<file path="src/rtl/switch_pkg.sv">
// switch_pkg: shared state encoding and default sizing for the switch input path
package switch_pkg;
  typedef enum logic [1:0] {
    LOW    = 2'b00,
    CHK_HI = 2'b01,
    HIGH   = 2'b11,
    CHK_LO = 2'b10
  } state_e;
  localparam int unsigned DEF_SYNC_STAGES   = 2;
  localparam int unsigned DEF_STABLE_CYCLES = 4;
  localparam int unsigned DEF_CNT_W         = 8;
endpackage

</file>
<file path="src/rtl/sync_chain.sv">
// sync_chain: plain flop chain bringing an asynchronous level into the clk domain
module sync_chain #(
  parameter int unsigned SYNC_STAGES = 2
) (
  input  logic clk,
  input  logic rst_n,
  input  logic d,
  output logic q
);
  logic [SYNC_STAGES-1:0] sync_q;
  // shift raw level through the chain; oldest sample is the synchronised output
  always_ff @(posedge clk or negedge rst_n)
    if (!rst_n) sync_q <= '0;
    else        sync_q <= {sync_q[SYNC_STAGES-2:0], d};
  assign q = sync_q[SYNC_STAGES-1];
endmodule

</file>
<file path="src/rtl/switch_debouncer.sv">
// switch_debouncer: synchronise and debounce a raw level, emit clean level plus edge pulses
module switch_debouncer
  import switch_pkg::*;
#(
  parameter int unsigned SYNC_STAGES   = DEF_SYNC_STAGES,
  parameter int unsigned STABLE_CYCLES = DEF_STABLE_CYCLES,
  parameter int unsigned CNT_W         = DEF_CNT_W
) (
  input  logic clk,
  input  logic rst_n,
  input  logic raw,
  input  logic tick,
  output logic out,
  output logic rise,
  output logic fall
);
  localparam logic [CNT_W-1:0] LAST = CNT_W'(STABLE_CYCLES - 1);
  logic             s;
  state_e           state_q, state_d;
  logic [CNT_W-1:0] cnt_q, cnt_d;
  logic             rise_q, rise_d, fall_q, fall_d;
  sync_chain #(.SYNC_STAGES(SYNC_STAGES)) u_sync (
    .clk   (clk),
    .rst_n (rst_n),
    .d     (raw),
    .q     (s)
  );
  // state, counter and event pulses all update on the same edge
  always_ff @(posedge clk or negedge rst_n)
    if (!rst_n) begin
      state_q <= LOW;
      cnt_q   <= '0;
      rise_q  <= 1'b0;
      fall_q  <= 1'b0;
    end else begin
      state_q <= state_d;
      cnt_q   <= cnt_d;
      rise_q  <= rise_d;
      fall_q  <= fall_d;
    end
  // reversal aborts a check every clk; tick only advances the stability count
  always_comb begin
    state_d = state_q;
    cnt_d   = cnt_q;
    rise_d  = 1'b0;
    fall_d  = 1'b0;
    case (state_q)
      LOW: if (s) begin
        state_d = CHK_HI;
        cnt_d   = '0;
      end
      CHK_HI: if (!s) begin
        state_d = LOW;
        cnt_d   = '0;
      end else if (tick) begin
        state_d = (cnt_q == LAST) ? HIGH : CHK_HI;
        rise_d  = (cnt_q == LAST);
        cnt_d   = (cnt_q == LAST) ? '0 : cnt_q + CNT_W'(1);
      end
      HIGH: if (!s) begin
        state_d = CHK_LO;
        cnt_d   = '0;
      end
      CHK_LO: if (s) begin
        state_d = HIGH;
        cnt_d   = '0;
      end else if (tick) begin
        state_d = (cnt_q == LAST) ? LOW : CHK_LO;
        fall_d  = (cnt_q == LAST);
        cnt_d   = (cnt_q == LAST) ? '0 : cnt_q + CNT_W'(1);
      end
    endcase
  end
  assign out  = state_q[1];
  assign rise = rise_q;
  assign fall = fall_q;
endmodule
</file>
<file path="config.mk">
export PLATFORM = sky130hd
export DESIGN_NAME = switch_debouncer
export DESIGN_NICKNAME = d
export VERILOG_FILES = /design/src/rtl/switch_pkg.sv /design/src/rtl/sync_chain.sv /design/src/rtl/switch_debouncer.sv
export SDC_FILE = /design/constraint.sdc
export NUM_CORES = 1
export LEC_CHECK = 0
export CAP_MARGIN = 20
export CORE_MARGIN = 8
export CORE_UTILIZATION = 55
export CTS_CLUSTER_DIAMETER = 120
export CTS_CLUSTER_SIZE = 16
export DETAILED_ROUTE_END_ITERATION = 7
export DONT_BUFFER_PORTS = 1
export PLACE_DENSITY_LB_ADDON = 0.08
export SLEW_MARGIN = 20
export SYNTH_ARGS = -nofsm -noshare
export SYNTH_HDL_FRONTEND = slang
export SYNTH_SLANG_ARGS = --single-unit
</file>
<file path="constraint.sdc">
create_clock -name clk -period 2.3 [get_ports clk]
set_input_delay 0.345 -clock clk [delete_from_list [all_inputs] [get_ports clk]]
set_output_delay 0.345 -clock clk [all_outputs]
set_load 0.03 [all_outputs]
</file>
* After elaboration in Yosys (flattened, before gate mapping)
Cells that the tools add are included.
** Storage, ports and cells
- Bits in registers :: 14
- Output and inout port bits :: 3
** Cells by class
- Add/subtract/negate cells :: 1
- Equality and inequality tests :: 8
- Muxes and demuxes :: 21
- Reduce and logical (&&, ||, !) cells :: 3
** Operator list (number)
- $mux W8 :: 6
- $pmux W8 S4 :: 1
- $mux W2 :: 8
- $add A8 B1 Y8 const B :: 1
- $eq A8 B2 Y1 const B :: 1
- $pmux W2 S4 :: 1
- $mux W1 :: 5
- $eq A2 B2 Y1 const B :: 2
- $reduce_and A4 Y1 :: 1
- $ne A3 B2 Y1 const B :: 1
- $ne A3 B3 Y1 const B :: 1
- $eq A2 B1 Y1 const B :: 1
- $logic_not A2 Y1 :: 1
- $ne A2 B1 Y1 const B :: 1
- $ne A2 B2 Y1 const B :: 1
- $reduce_and A2 Y1 :: 1

* Depth between registers and ports, before layout
- Word-level depth :: 5
- Mapped depth :: 6
- Gate-level depth less buffers :: 6

* Modules after synthesis
A second synthesis with hierarchy kept.
** Second synthesis, totals
- Cells, all modules :: 78
- Area total of the unflattened synthesis :: 809.5 sq um
** Modules (own cells, without submodules)
- switch_debouncer :: instances 1, cells each 76, area each 759.5 sq um, sequential area each 300.3 sq um
- sync_chain :: instances 1, cells each 2, area each 50.0 sq um, sequential area each 50.0 sq um

* Least setup slack after synthesis
OpenSTA, ideal clock, no wires.
- Path type :: register to register
- Start :: register state_q[1]
- End :: register cnt_q[7]
- Library setup time :: 0.128 ns
- Arrival :: 1.622 ns
- Required time :: 2.172 ns
- Slack :: 0.550 ns
- Cell stages (with the launch flop) :: 7
- Buffers on the path :: 0
- Cell sequence :: dfrtp_1 -> inv_1 -> ha_1 -> mux2_4 -> nor3_1 -> xnor2_1 -> nor2_1
** On the way
- Word-level cells in the longest chain between the ends :: 3
- Elaborated cells between the ends (all ways) :: 8
** Ends and longest elaborated chain
- start: declaration :: line switch_debouncer.sv:19 : state_e state_q, state_d;
- start signal: assignment :: line switch_debouncer.sv:36 : state_q <= state_d;
- $eq A2 B2 Y1 or $logic_not A2 Y1 (tied branches) :: line switch_debouncer.sv:47 : case (state_q)
- $ne A2 B2 Y1 (no source line) or $ne A2 B1 Y1 (tied branches)
- $reduce_and A2 Y1 (no source line)
- end signal: assignment :: line switch_debouncer.sv:37 : cnt_q <= cnt_d;
- end: declaration :: line switch_debouncer.sv:20 : logic [CNT_W-1:0] cnt_q, cnt_d;
Parallel ways exist; a longest one is shown, timed or not.
A chain may end at the register's enable or synchronous reset.

* Worst setup path in the final report
- Start :: register state_q[1]
- End :: register cnt_q[3]
Same word-level chain as after synthesis.

==> summary.md <==
| Metric | Value |
|---|---|
| Status | finished clean |
| All-Layer GR Usage | 0.108 |
| FP Rows | 14 |
| Setup TNS | 0 ns |
| Asr flop ratio synth | 1.00 |
| Starting Density | 0.564 |
| Fin crit share | 0.852 |
| Clock Path Buffers | 2 |
| Syn nets | 88 |
| Root Buffer | clkbuf_4 |
| Vias in the first global route | 554 |
| Fin nets | 92 |
| Crit-path cells | inv_1 > ha_1 > mux2i_2 > nor2_1 > a21oi_2 > nor2_1 |
| Crit Path Max Fanout | 7 |
| CP Class | flop to flop |
| Non-filler cells, final | 97 |
| GRT overflow | 0 |
| Clock sink count | 14 |
| Unrepaired setup endpoints after global routing | no |
| Chip height | 54.4 um |
| Total CTS buffers | 3 |
| Min-delay worst type | primary input to flop |
| Final hold vios | 0 |
| DP Wirelength | approximately 1000 um |
| Yosys warning count | 0 |
| Static Leakage | 0.380 nW |
| N_diodes | 0 |
| Syn avg cell area | 10.4 um2 |
| Number of H-tree levels | 1 |
| Final-report max-slew violation count | 0 |
| Worst vdd ir | 0.000647 V |
| Placed cell count | 92 |
| Delay of the slowest critical-path stage | between 0.5 and 0.6 ns |
| CP Data Required Time | 2.46 ns |
| PortBufs | 0 |
| CP Data Arrival Time | between 2 and 2.5 ns |
| Post-synth EDFFs | 0 |
| CTS tree | built |
| Mean routed wirelength per cell | ~13 um |
| Via count | 554 |
| Core ar. | 0.00144 mm2 |
| Final ANT Viol Nets | 0 |
| Layout area overhead | 6.18% |
| Fmax | 510 MHz |
| PD cells | 953 mW/mm2 |
| Initial antenna violation count | 0 |
| Synth Register Bits | 14 |
| Sequential cell area fraction in the yosys report | 0.433 |
| Avg Vias per Cell | ~5.7 |
| Chip Width | 54.4 um |
| CP dominant cell by count | nor2_1 |
| Yosys cell types | 27 |
| Die ar. | 0.00296 mm2 |
| Critical Path Sink Type | flop |
| Slew margin rel. | 0.594 |
| Clk_lat worst skew | 0.28 ns |
| DRT Wirelength | about 1300 um |
| Max Cap Viol | 0 |
| Mapped Area | between 800 and 900 um2 |
| Layout cells sized above 1 | 0.136 |
| Critical Path Slowest Stage Cell | dfrtp_1 |
| Num ports | 7 |
| Final Skew | 0.00221 ns |
| Startpoint types | flop |
| First-pass GRT wire length | 2370 um |
| Worst Tran Pin Value | 0.607 ns |
| Clk slew on worst S/H paths | approximately 0.08 ns |
| Drt first pass iters | 4 |
| Initial DRC count | 7 |
| Filler cells | 131 |
| Setup violations, final | 0 |
| Post-Syn Instances | 78 |
| Largest net degree at the start of global routing | 15 |
| Residual DRC count | 0 |
| Most common cell after layout, fill and taps aside | dfrtp_1 |
| Most frequent cells in the layout | dfrtp_1 (14), nor2_1 (11), ha_1 (6) |
| Tmin final | 1.96 ns |
| Most common flop cell mapped by yosys | dfrtp_1 |
| Routability Congestion | 0.837 |
power by group:
group / total [mW] / switching [mW] / internal (mW) / leakage, nW
Combinational: 0.332 / 0.190 / 0.142 / 0.172
Sequential: 0.313 / 0.0399 / 0.273 / 0.187
Clock: 0.174 / 0.0777 / 0.0963 / 0.0210
Total: 0.819 / 0.308 / 0.511 / 0.380
per-stage QoR:
stage | hold slack [ns] | power [mW] | cell area (um2) | setup slack [ns] | utilization
3_3_place_gp | 0.0498 | 0.643 | 813 | 0.368 | 0.566
5_1_grt | 0.0677 | 0.887 | 860 | 0.157 | 0.598
4_1_cts | 0.0843 | 0.832 | 860 | 0.313 | 0.598
2_1_floorplan | 0.0494 | 0.595 | 810 | 0.550 | -
3_5_place_dp | 0.0498 | 0.649 | 813 | 0.346 | 0.566
6_report | 0.0905 | 0.819 | 860 | 0.339 | 0.598
layout make-up:
type / instances / area, um2 / share of cell area
flip-flops and latches: 14 / 350 / 0.408
multi-input cells: 59 / 432 / 0.502
repair buffers: 1 / 10.0 / 0.0116
clock buffers: 4 / 36.3 / 0.0422
well taps: 16 / 20.0 / 0.0233
inverters: 3 / 11.3 / 0.0131
critical path: cells and delay by family, from the launching register on:
family	cells	cell delay, ns
flops	1	0.57
buf+inv	1	0.16
fa+ha+maj	1	0.28
compound gates	1	0.33
simple gates	2	0.21
mux	1	0.28
what timing repair did:
| action | CTS | global route |
|---|---|---|
| buffers inserted | 0 | 0 |
| setup endpoints to repair | 0 | 0 |
| hold endpoints to repair | 14 | 0 |
| gates resized for setup | 0 | 0 |
| hold buffers | 1 | 0 |
routing by layer:
| metal | global-route usage | share of wire |
|---|---|---|
| met1 | 0.138 | 0.51 |
| met2 | 0.162 | 0.42 |
| met3 | 0.0353 | 0.045 |
| met4 | 0.0492 | 0.019 |
| met5 | 0 | 0 |
worst paths after layout:
kind,endpoint,cells after the start,slack [ns],start
max reg2reg,cnt_q[3],6,0.34,state_q[1]
max,cnt_q[3],6,0.34,state_q[1]
min,u_sync.sync_q[0],0,0.09,raw
min in group asynchronous,fall,1,0.51,rst_n
max in group asynchronous,u_sync.sync_q[1],1,1.40,rst_n
min reg2reg,u_sync.sync_q[1],0,0.36,u_sync.sync_q[0]
flip-flops by register name, indices dropped and copies added (netlist names):
| signal | cells |
|---|---|
| fall | 1 |
| cnt_q | 8 |
| u_sync.sync_q | 2 |
| rise | 1 |
| state_q | 2 |
cells in the mapped netlist, drive strengths merged, types with 2 or more instances:
library cell / n / share of area
a21oi: 4 / 0.029
and3: 2 / 0.015
buf: 2 / 0.020
dfrtp: 14 / 0.43
ha: 6 / 0.093
inv: 3 / 0.014
mux2: 2 / 0.037
mux2i: 2 / 0.045
nand2: 5 / 0.023
nand3: 4 / 0.025
nand4: 3 / 0.023
nor2: 11 / 0.051
nor3: 5 / 0.031
xnor2: 3 / 0.032
xor2: 3 / 0.032
cells by family after synthesis:
| group | Yosys count | share of synthesized area |
|---|---|---|
| XOR/XNOR | 6 | 0.0649 |
| flip-flops | 14 | 0.433 |
| buffers and inverters | 5 | 0.0340 |
| AND/OR/NAND/NOR | 34 | 0.215 |
| adder cells (fa/ha/maj) | 6 | 0.0927 |
| AO/OA/AOI/OAI | 9 | 0.0788 |
| multiplexers | 4 | 0.0819 |
Note: power is estimated with default switching activity, not from simulation.
